--- src/rtl/bcd_press_counter.sv ---
// Two raw active-low buttons (increment, clear) are synchronised and debounced and drive a 4-digit BCD count.
// Define HOLD_REPEAT_EN to make a held increment button auto-repeat after a delay.
module bcd_press_counter #(
  parameter int DEBOUNCE_CYCLES = 270_000,
  parameter int REPEAT_DELAY    = 13_500_000,
  parameter int REPEAT_PERIOD   = 2_700_000
) (
  input  logic       clk,
  input  logic       rst_n,
  input  logic       btn_inc_n,
  input  logic       btn_clr_n,
  output logic [3:0] digit1,
  output logic [3:0] digit2,
  output logic [3:0] digit3,
  output logic [3:0] digit4,
  output logic       inc_pulse,
  output logic       wrap
);

  localparam int DB_W = ($clog2(DEBOUNCE_CYCLES) > 0) ? $clog2(DEBOUNCE_CYCLES) : 1;
  localparam logic [DB_W-1:0] DB_LAST = DB_W'(DEBOUNCE_CYCLES - 1);

  // Bit 0 is the increment button, bit 1 the clear button.
  logic [1:0]      raw;
  logic [1:0]      sync1;
  logic [1:0]      sync2;
  logic [1:0]      db;
  logic [1:0]      db_d;
  logic [DB_W-1:0] db_cnt [2];

  assign raw = {btn_clr_n, btn_inc_n};

  always_ff @(posedge clk or negedge rst_n) begin
    if (!rst_n) begin
      sync1 <= 2'b11;
      sync2 <= 2'b11;
      db    <= 2'b11;
      db_d  <= 2'b11;
      for (int i = 0; i < 2; i++) begin
        db_cnt[i] <= '0;
      end
    end else begin
      sync1 <= raw;
      sync2 <= sync1;
      db_d  <= db;
      for (int i = 0; i < 2; i++) begin
        if (sync2[i] == db[i]) begin
          db_cnt[i] <= '0;
        end else if (db_cnt[i] == DB_LAST) begin
          db[i]     <= sync2[i];
          db_cnt[i] <= '0;
        end else begin
          db_cnt[i] <= db_cnt[i] + 1'b1;
        end
      end
    end
  end

  logic inc_press;
  logic clr_press;
  logic inc_go;

  assign inc_press = db_d[0] & ~db[0];
  assign clr_press = db_d[1] & ~db[1];

`ifdef HOLD_REPEAT_EN
  localparam int RT_MAX = (REPEAT_DELAY > REPEAT_PERIOD) ? REPEAT_DELAY : REPEAT_PERIOD;
  localparam int RT_W   = ($clog2(RT_MAX) > 0) ? $clog2(RT_MAX) : 1;
  localparam logic [RT_W-1:0] DELAY_LAST  = RT_W'(REPEAT_DELAY - 1);
  localparam logic [RT_W-1:0] PERIOD_LAST = RT_W'(REPEAT_PERIOD - 1);

  typedef enum logic [1:0] {IDLE, HELD, REPEAT} rpt_state_t;

  rpt_state_t      state;
  logic [RT_W-1:0] timer;
  logic            hold_ok;

  // A debounced release or a clear (pressed or still held) ends the hold.
  assign hold_ok = ~db[0] & db[1];

  always_comb begin
    inc_go = 1'b0;
    case (state)
      IDLE:    inc_go = inc_press & db[1];
      HELD:    inc_go = hold_ok & (timer == DELAY_LAST);
      REPEAT:  inc_go = hold_ok & (timer == PERIOD_LAST);
      default: inc_go = 1'b0;
    endcase
  end

  always_ff @(posedge clk or negedge rst_n) begin
    if (!rst_n) begin
      state <= IDLE;
      timer <= '0;
    end else begin
      case (state)
        IDLE: begin
          timer <= '0;
          if (inc_press && db[1]) begin
            state <= HELD;
          end
        end
        HELD: begin
          if (!hold_ok) begin
            state <= IDLE;
            timer <= '0;
          end else if (timer == DELAY_LAST) begin
            state <= REPEAT;
            timer <= '0;
          end else begin
            timer <= timer + 1'b1;
          end
        end
        REPEAT: begin
          if (!hold_ok) begin
            state <= IDLE;
            timer <= '0;
          end else if (timer == PERIOD_LAST) begin
            timer <= '0;
          end else begin
            timer <= timer + 1'b1;
          end
        end
        default: begin
          state <= IDLE;
          timer <= '0;
        end
      endcase
    end
  end
`else
  // A held clear suppresses increments; a simultaneous clear press therefore wins.
  assign inc_go = inc_press & db[1];
`endif

  logic [3:0][3:0] digits;
  logic [3:0][3:0] next_digits;
  logic            ripple;

  always_comb begin
    next_digits = digits;
    ripple      = 1'b1;
    for (int i = 0; i < 4; i++) begin
      if (ripple) begin
        if (digits[i] >= 4'd9) begin
          next_digits[i] = 4'd0;
        end else begin
          next_digits[i] = digits[i] + 4'd1;
          ripple         = 1'b0;
        end
      end
    end
  end

  always_ff @(posedge clk or negedge rst_n) begin
    if (!rst_n) begin
      digits    <= '0;
      inc_pulse <= 1'b0;
      wrap      <= 1'b0;
    end else begin
      inc_pulse <= 1'b0;
      wrap      <= 1'b0;
      if (clr_press) begin
        digits <= '0;
      end else if (inc_go) begin
        digits    <= next_digits;
        inc_pulse <= 1'b1;
        wrap      <= ripple;
      end
    end
  end

  assign digit1 = digits[0];
  assign digit2 = digits[1];
  assign digit3 = digits[2];
  assign digit4 = digits[3];

endmodule

--- config.mk ---
export PLATFORM = sky130hd
export DESIGN_NAME = bcd_press_counter
export DESIGN_NICKNAME = d
export VERILOG_FILES = /design/src/rtl/bcd_press_counter.sv
export SDC_FILE = /design/constraint.sdc
export NUM_CORES = 1
export LEC_CHECK = 0
export CORE_MARGIN = 2
export CORE_UTILIZATION = 45
export DETAILED_ROUTE_END_ITERATION = 6
export HOLD_SLACK_MARGIN = 0.1
export PLACE_DENSITY = 0.65
export SLEW_MARGIN = 20
export SYNTH_ARGS = -nofsm -noshare
export SYNTH_HDL_FRONTEND = slang
export SYNTH_SLANG_ARGS = --single-unit
--- constraint.sdc ---
create_clock -name clk -period 1.6 [get_ports clk]
set_input_delay 0.32 -clock clk [delete_from_list [all_inputs] [get_ports clk]]
set_output_delay 0.32 -clock clk [all_outputs]
set_load 0.005 [all_outputs]
==> summary by stage, run 1 <==
Clock network
In this run, CTS created clock tree buffers numbering 9. CTS saw 64 sinks. The longest clock path from root to sink contains 2 buffers. The clock transition at the registers of the reported paths is 0.07 ns. The CTS tree is built.

The clock latency reported for the late side of the worst-skew pair is 0.34 ns. In this run the number of H-tree levels came out at 3. In this run the clock root is driven by a sky130_fd_sc_hd__clkbuf_8.

Timing
The post-route clock skew is 0.0111 ns. The routed design could run at a clock period as short as 1.77 ns. The count of final max-slew check failures is 0.

The worst max-slew margin expressed relative to the limit is 78.3%. Setup repair after global routing could not meet its margin everywhere. The total negative slack for setup checks is -1.29 ns. After layout, the worst path uses 111% of the clock period.

The total count of hold-check failures in the final report came to 0. The setup-violating endpoint count in the final report is 12. Setup slack on the critical path of the routed design comes to -0.174 ns.

Derived from the worst setup path, the maximum achievable clock frequency is 564 MHz. For the pin with the worst max-slew slack, the measured transition is 0.321 ns.

Finish
Leaving out fill and tap cells, the most frequent cell in the layout is sky130_fd_sc_hd__buf_4. The net count of the finished layout is 416. The final core area utilization is 64.9%.

Of the cells placed in the final design, the portion with a size suffix greater than 1 is 37.2%. 0 antenna diodes ended up in the layout. The number of fill cells is 547. In the layout the commonest cells are sky130_fd_sc_hd__buf_4, sky130_fd_sc_hd__dfrtp_1, sky130_fd_sc_hd__nor2_1. The post-synthesis to final-layout area growth is 39.3%.

Synthesis
The post-synthesis async set-or-reset flop share is 100%. The register bit total from synthesis is 64. The net count after synthesis is 320. The number of enable-type register cells in the synthesized netlist is 0.

The number of warnings printed during yosys synthesis is 0. After synthesis, the netlist uses 46 different library cells. The count of mapped cells out of synthesis is 302.

The flip-flop cell with the highest count after synthesis is sky130_fd_sc_hd__dfrtp_1. The synthesized area per cell is 10.5 um2. The cell area that synthesis handed to floorplanning was 3180 um2. The sequential element share of the synthesized area is 50.6%.

Global route
The most used routing layer is met2. Entering global routing, the biggest net connects 54 pins. The met1 capacity usage during global routing is 26.8%. The global-route wire length before repair is 11500 um.

The met3 track demand over resource is 4.34%. Global routing used 19.0% of the available tracks. The number of global-route vias before repair is 2512. The initial antenna violation count was 0. The residual overflow from global routing is 0.

The routing usage on met2 is 28.7%.

Worst setup path
STA classifies the critical path startpoint as a register. The slowest stage of the critical path is the sky130_fd_sc_hd__dfrtp_1 cell. The required arrival time at the worst endpoint is 1.85 ns. The arrival time reported for the critical path endpoint is 2.02 ns. The largest stage delay on the critical path is 0.41 ns. The kind of capture point of the worst setup path is a register. Together, buffers and inverters on the worst path number 2. The maximum fanout encountered on the critical timing path is 4. In this design, the largest share of critical-path delay is due to simple AND/OR/NAND/NOR gates. Traced cell by cell, the critical path runs through inv_2 > ha_4 > or3b_4 > a31oi_4 > buf_4 > or3_1 > a21oi_1. The type of the worst setup path is register to register.

Run status
The flow ran to the end, but the final reports show violations. The final reports fail on setup timing.

Pwr
The power density normalized to cell area is 720 nW/um2. Summing internal, switching and leakage power gives 0.00319 W. The cell leakage power is 2.05 nW.

The worst voltage drop across the vdd grid is 0.388 mV.

Routing
The count of nets left with antenna violations after detail routing is 0. The starting DRC count in detailed routing is 118. The detail-routed net length per standard cell is 13.3 um.

For this run, design rule violations remaining after detail routing come to 0. The number of vias per cell after detailed routing is 5.02. The detailed-route wire length is 6660 um.

Before antenna repair, the detailed router went through 4 iterations. The count of vias placed by the detailed router is 2503.

Floorplanning
For this configuration, the core starts out at a cell density of 46.6%. The floorplan has 30 rows. During I/O placement, the number of pins put on the boundary was 22. The area of the core is 6830 um2. The die extent in y is 88.1 um. The width of the chip is 88.1 um. The die area is 7770 um2.

Placed design
During placement, the flow inserted port buffers numbering 21. The congestion estimate from routability-driven global placement came to 0.897. The wire-length estimate of the detail-placed layout is 4430 um. Before CTS, the worst setup slack after placement is -0.207 ns.

Worst hold path
The min-delay analysis places its worst path in the category register to register.

Run
Across the run, the number of max-cap violations was 0.
-- power breakdown --
group | internal, W | switching, W
Combinational | 0.0000393 | 0.0000615
Sequential | 0.00164 | 0.0000144
Clock | 0.000799 | 0.000640
Total | 0.00248 | 0.000716
-- cell usage after synthesis, types with 2 or more instances --
cell | count | share of area (%)
sky130_fd_sc_hd__nor3_1 | 2 | 0.31
sky130_fd_sc_hd__or3_1 | 8 | 1.6
sky130_fd_sc_hd__nor2_1 | 39 | 4.6
sky130_fd_sc_hd__and2_1 | 3 | 0.59
sky130_fd_sc_hd__dfrtp_1 | 56 | 44
sky130_fd_sc_hd__mux2_2 | 3 | 1.1
sky130_fd_sc_hd__o21ai_2 | 2 | 0.55
sky130_fd_sc_hd__a21oi_2 | 2 | 0.55
sky130_fd_sc_hd__nand2_1 | 13 | 1.5
sky130_fd_sc_hd__ha_1 | 14 | 5.5
sky130_fd_sc_hd__a22o_1 | 2 | 0.55
sky130_fd_sc_hd__nor4b_1 | 4 | 1.1
sky130_fd_sc_hd__and4_1 | 8 | 2.2
sky130_fd_sc_hd__dfstp_2 | 8 | 6.6
sky130_fd_sc_hd__and3_1 | 2 | 0.39
sky130_fd_sc_hd__nand3_1 | 19 | 3.0
sky130_fd_sc_hd__a21oi_1 | 12 | 1.9
sky130_fd_sc_hd__inv_1 | 12 | 1.4
sky130_fd_sc_hd__xor2_1 | 26 | 7.2
sky130_fd_sc_hd__buf_4 | 2 | 0.47
sky130_fd_sc_hd__o21ai_0 | 11 | 1.7
sky130_fd_sc_hd__nand4_1 | 16 | 3.1
sky130_fd_sc_hd__a41oi_1 | 2 | 0.55
sky130_fd_sc_hd__xnor2_1 | 4 | 1.1
sky130_fd_sc_hd__or3b_1 | 5 | 1.4
sky130_fd_sc_hd__buf_2 | 7 | 1.1
-- cells by family (layout without fill, tap and decap cells) --
logic type / count (synthesis) / in the layout / synth area share, %
AOI/OAI and AO/OA: 41 / 41 / 8.72
xor gates and xnor gates: 30 / 30 / 8.25
adders and majority gates: 14 / 14 / 5.50
buffers and inverters: 23 / 124 / 3.38
DFF: 64 / 64 / 50.6
muxes: 4 / 4 / 1.38
and+or+nand+nor: 126 / 126 / 22.2
-- area by class of cell --
class | instances | area [um2] | area share (%)
clock inverter | 5 | 55.1 | 1.24
sequential | 64 | 1620 | 36.5
clock buffer | 11 | 151 | 3.41
multi-input combinational | 215 | 1630 | 36.9
inverter | 13 | 53.8 | 1.21
tap | 96 | 120 | 2.71
timing repair buffer | 95 | 803 | 18.1
-- repair_timing --
item,in CTS,in global routing
setup endpoints to repair,32,59
setup buffers,11,6
pin swaps,7,13
resized for setup,39,26
hold buffers,1,0
hold endpoints to repair,10,0
-- worst reg2reg max path: stages (launching register included) --
cell                      delay [ns]
sky130_fd_sc_hd__dfrtp_1        0.41
sky130_fd_sc_hd__inv_2          0.07
sky130_fd_sc_hd__ha_4           0.15
sky130_fd_sc_hd__or3b_4         0.26
sky130_fd_sc_hd__a31oi_4        0.11
sky130_fd_sc_hd__buf_4          0.16
sky130_fd_sc_hd__or3_1          0.32
sky130_fd_sc_hd__a21oi_1        0.20
-- per-stage QoR --
stage                     hold WS (ns)  std cells  cell area [um2]
after CTS                        0.365        493             4300
final                            0.362        499             4430
after global routing             0.360        499             4430
after detailed placement         0.225        466             3940
after global placement           0.217        466             3940
after floorplan                 0.0244        302             3210
-- layer usage --
| layer | routed length, um | vias to the layer above | share of wire, % |
|---|---|---|---|
| met2 | 3080 | 36 | 46 |
| li1 | - | 1257 | - |
| met5 | 0 | - | 0 |
| met1 | 3290 | 1201 | 49 |
| met4 | 77 | 0 | 1.2 |
| met3 | 214 | 9 | 3.2 |
-- registers in the layout, indices dropped and copies added (netlist names), 2 cells and up --
name and flops:
db 2, db_cnt 38, db_d 2, digit1 4
digit2 4, digit3 4, digit4 4, sync1 2
sync2 2
-- final timing paths --
check                           from          to  slack (ns)  depth (start not counted)
max in group asynchronous      rst_n    sync1[0]        0.59                          3
min in group asynchronous      rst_n  db_cnt[14]        0.39                          2
min reg2reg                 sync1[0]    sync2[0]        0.36                          0
min                         sync1[0]    sync2[0]        0.36                          0
max                        digit1[0]   digit2[2]       -0.17                          7
max reg2reg                digit1[0]   digit2[2]       -0.17                          7
Power figures use the tool's default switching activity.
==> run 2, diff against run 1 <==
Settings changed: PLACE_DENSITY 0.65 to 0.63.
Clock period 1.6 ns to 1.65 ns, I/O delays scaled along.
==> summary by stage, run 2 (same netlist as run 1, synthesis figures left out) <==
Floorplanning
The width of the chip is 88.1 um (unchanged). The area of the core is 6830 um2 (unchanged). The die extent in y is 88.1 um (unchanged). The initial core utilization is 46.6% (unchanged). The count of pins on the block boundary came to 22 (unchanged). The die area came to 7770 um2 (unchanged). The row count is 30 (unchanged).

Timing
The final critical-path required period is 1.86 ns (was 1.77 ns). The actual transition at the worst max-transition pin is 0.337 ns (was 0.321 ns). The final critical-path setup slack is -0.213 ns (was -0.174 ns). The post-route clock skew is 0.00920 ns (was 0.0111 ns).

The count of final max-slew check failures was 0 (unchanged). The final worst hold slack is 0.357 ns (was 0.362 ns). The total count of hold-check failures in the final report is 0 (unchanged). The setup-violating endpoint count in the final report is 14 (was 12). The worst max-slew margin expressed relative to the limit is 77.3% (was 78.3%). The timing-limited maximum frequency is 537 MHz (was 564 MHz).

Unrepaired setup endpoints after global routing: true (unchanged). The total negative slack for setup checks was -1.34 ns (was -1.29 ns). The final period utilization is 113% (was 111%).

Global route
The global-route total usage across every layer is 18.3% (was 19.0%). The maximum number of pins on one net before global-route repair was 54 (unchanged). The initial antenna violation count is 0 (unchanged).

The number of global-route vias before repair was 2457 (was 2512). The global-route wire length before repair is 11000 um (was 11500 um). The residual overflow from global routing was 0 (unchanged).

Worst setup path
Chain of cells forming the critical path: inv_2 > ha_4 > or3b_4 > a21o_1 > or3b_1 > o21ai_2 (was inv_2 > ha_4 > or3b_4 > a31oi_4 > buf_4 > or3_1 > a21oi_1). The element type at the critical path start is a register (unchanged). The maximum fanout encountered on the critical timing path came to 3 (was 4). The type of the worst setup path is register to register (unchanged).

The slowest cell on the critical path was sky130_fd_sc_hd__dfrtp_1 (unchanged). The instance count on the critical path was 6 (was 7). The arrival time reported for the critical path endpoint is 2.13 ns (was 2.02 ns). The kind of capture point of the worst setup path is a register (unchanged). The gate family responsible for the most delay along the worst path is simple AND/OR/NAND/NOR gates (unchanged). The required arrival time at the worst endpoint is 1.92 ns (was 1.85 ns). The worst path buffer plus inverter count is 1 (was 2). The worst reg2reg path depth was 6 (was 7). The largest stage delay on the critical path is 0.43 ns (was 0.41 ns).

Routing
The wire length on met3 came to 274 um (was 214 um). The detail-routed net length per standard cell is 14.3 um (was 13.3 um). The top routing layer in use is met4 (unchanged).

The number of vias per cell after detailed routing is 5.10 (was 5.02). The total routed wire length on the met1 layer is 3300 um (was 3290 um). The count of nets left with antenna violations after detail routing is 0 (unchanged).

The DRC violation count after routing was 0 (unchanged). The number of detailed-routing iterations run before antenna repair is 4 (unchanged). The count of vias placed by the detailed router is 2543 (was 2503).

The detailed-route wire length came to 7130 um (was 6660 um). The met2 wire length is 3440 um (was 3080 um). The starting DRC count in detailed routing was 125 (was 118).

Run status
Outcome: finished, violations left (unchanged). Violations in the final reports: setup timing (unchanged).

Placed design
The final weighted congestion in routability-driven placement came to 0.819 (was 0.897). The half-perimeter wire length after placement came to 4290 um (was 4430 um). The port buffer count came to 21 (unchanged). The setup slack after placement is -0.157 ns (was -0.207 ns).

Clock network
The number of CTS-inserted buffers came to 9 (unchanged). The clock latency reported for the late side of the worst-skew pair was 0.33 ns (was 0.34 ns). The number of clock sinks seen by CTS was 64 (unchanged).

The clock transition at the registers of the reported paths is 0.07 ns (about the same). The library cell used as clock root buffer is sky130_fd_sc_hd__clkbuf_8 (unchanged). The worst-case clock buffer depth was 2 (unchanged). The number of H-tree branching levels is 3 (unchanged). The CTS tree was built (unchanged).

Finish
The most common cell after layout, fill and taps aside was sky130_fd_sc_hd__buf_4 (unchanged). The post-synthesis to final-layout area growth was 40.0% (was 39.3%). Commonest non-fill, non-tap cells in the layout: sky130_fd_sc_hd__buf_4, sky130_fd_sc_hd__dfrtp_1, sky130_fd_sc_hd__nor2_1 (unchanged). The count of antenna diodes in the layout is 0 (unchanged).

The fraction of final layout cells with drive strength greater than 1 came to 36.2% (was 37.2%). The final-stage net count is 416 (unchanged). The number of flip-flops under the largest register name is 38 (unchanged).

The register name with the most flops is db_cnt (unchanged).

Pwr
The cell leakage power is 2.13 nW (was 2.05 nW). The power density normalized to cell area came to 661 nW/um2 (was 720 nW/um2). The worst voltage drop across the vdd grid is 0.416 mV (was 0.388 mV).

Run
The total of max-cap violations is 0 (unchanged).

Worst hold path
The type of the most critical hold path is register to register (unchanged). The number of stages on the worst hold path is 0 (unchanged).
run 2: cell types whose count changed in the layout (fill, tap and decap cells not counted), moves of 3 or more:
cell                             delta
sky130_fd_sc_hd__dlymetal6s2s_1     +4
sky130_fd_sc_hd__buf_6              +3
sky130_fd_sc_hd__and4_1             +4
sky130_fd_sc_hd__dlygate4sd2_1      -4
sky130_fd_sc_hd__a21oi_2            +3
sky130_fd_sc_hd__buf_4              -3
sky130_fd_sc_hd__a21oi_1            -3
run 2: power by group:
group / total [W] / leakage (nW) / internal, W / switching (W)
registers: 0.00160 / 0.856 / 0.00159 / 0.0000137
logic: 0.0000924 / 1.18 / 0.0000338 / 0.0000586
clock network: 0.00125 / 0.0927 / 0.000668 / 0.000581
total: 0.00294 / 2.13 / 0.00229 / 0.000653
run 2: routing by layer:
layer  track usage (%)  vias to the layer above
li1                  -                     1260
met1              25.5                     1217
met2              28.2                       54
met3              4.52                       12
met4              6.47                        0
met5                 0                        -
run 2: what timing repair did:
action                                  CTS  global route
pin swaps                                12            17
gates resized for setup                  33            36
hold buffers                              1             0
hold endpoints to repair                 10             0
buffers inserted                         10            12
endpoints found under the setup margin   23            65
run 2: per-stage QoR:
stage	utilization, %	instances	total power (W)	cell area [um2]
2_1_floorplan	-	302	0.00166	3200
3_3_place_gp	56.8	460	0.00172	3880
3_5_place_dp	56.8	460	0.00173	3880
4_1_cts	61.8	487	0.00298	4220
5_1_grt	65.3	499	0.00305	4460
6_report	65.3	499	0.00294	4460
run 2: path summary, 6_finish.rpt:
path                            from         end  slack [ns]
min                         sync1[0]    sync2[0]        0.36
min in group asynchronous      rst_n  db_cnt[15]        0.42
max reg2reg                digit4[0]   digit4[2]       -0.21
min reg2reg                 sync1[0]    sync2[0]        0.36
max                        digit4[0]   digit4[2]       -0.21
max in group asynchronous      rst_n    sync1[0]        0.60
run 2: worst reg2reg max path: stages, from the launching register on:
cell and delay (ns):
sky130_fd_sc_hd__dfrtp_1 0.43, sky130_fd_sc_hd__inv_2 0.10, sky130_fd_sc_hd__ha_4 0.12, sky130_fd_sc_hd__or3b_4 0.37, sky130_fd_sc_hd__a21o_1 0.22, sky130_fd_sc_hd__or3b_1 0.42, sky130_fd_sc_hd__o21ai_2 0.14
run 2: area by class of cell:
class                   instances  area, um2
repair buffers                 95        830
clock inverters                 2       12.5
flip-flops and latches         64       1620
inverters                      13       53.8
fillers                       532       2370
well taps                      96        120
multi-input cells             215       1650
clock buffers                  14        173
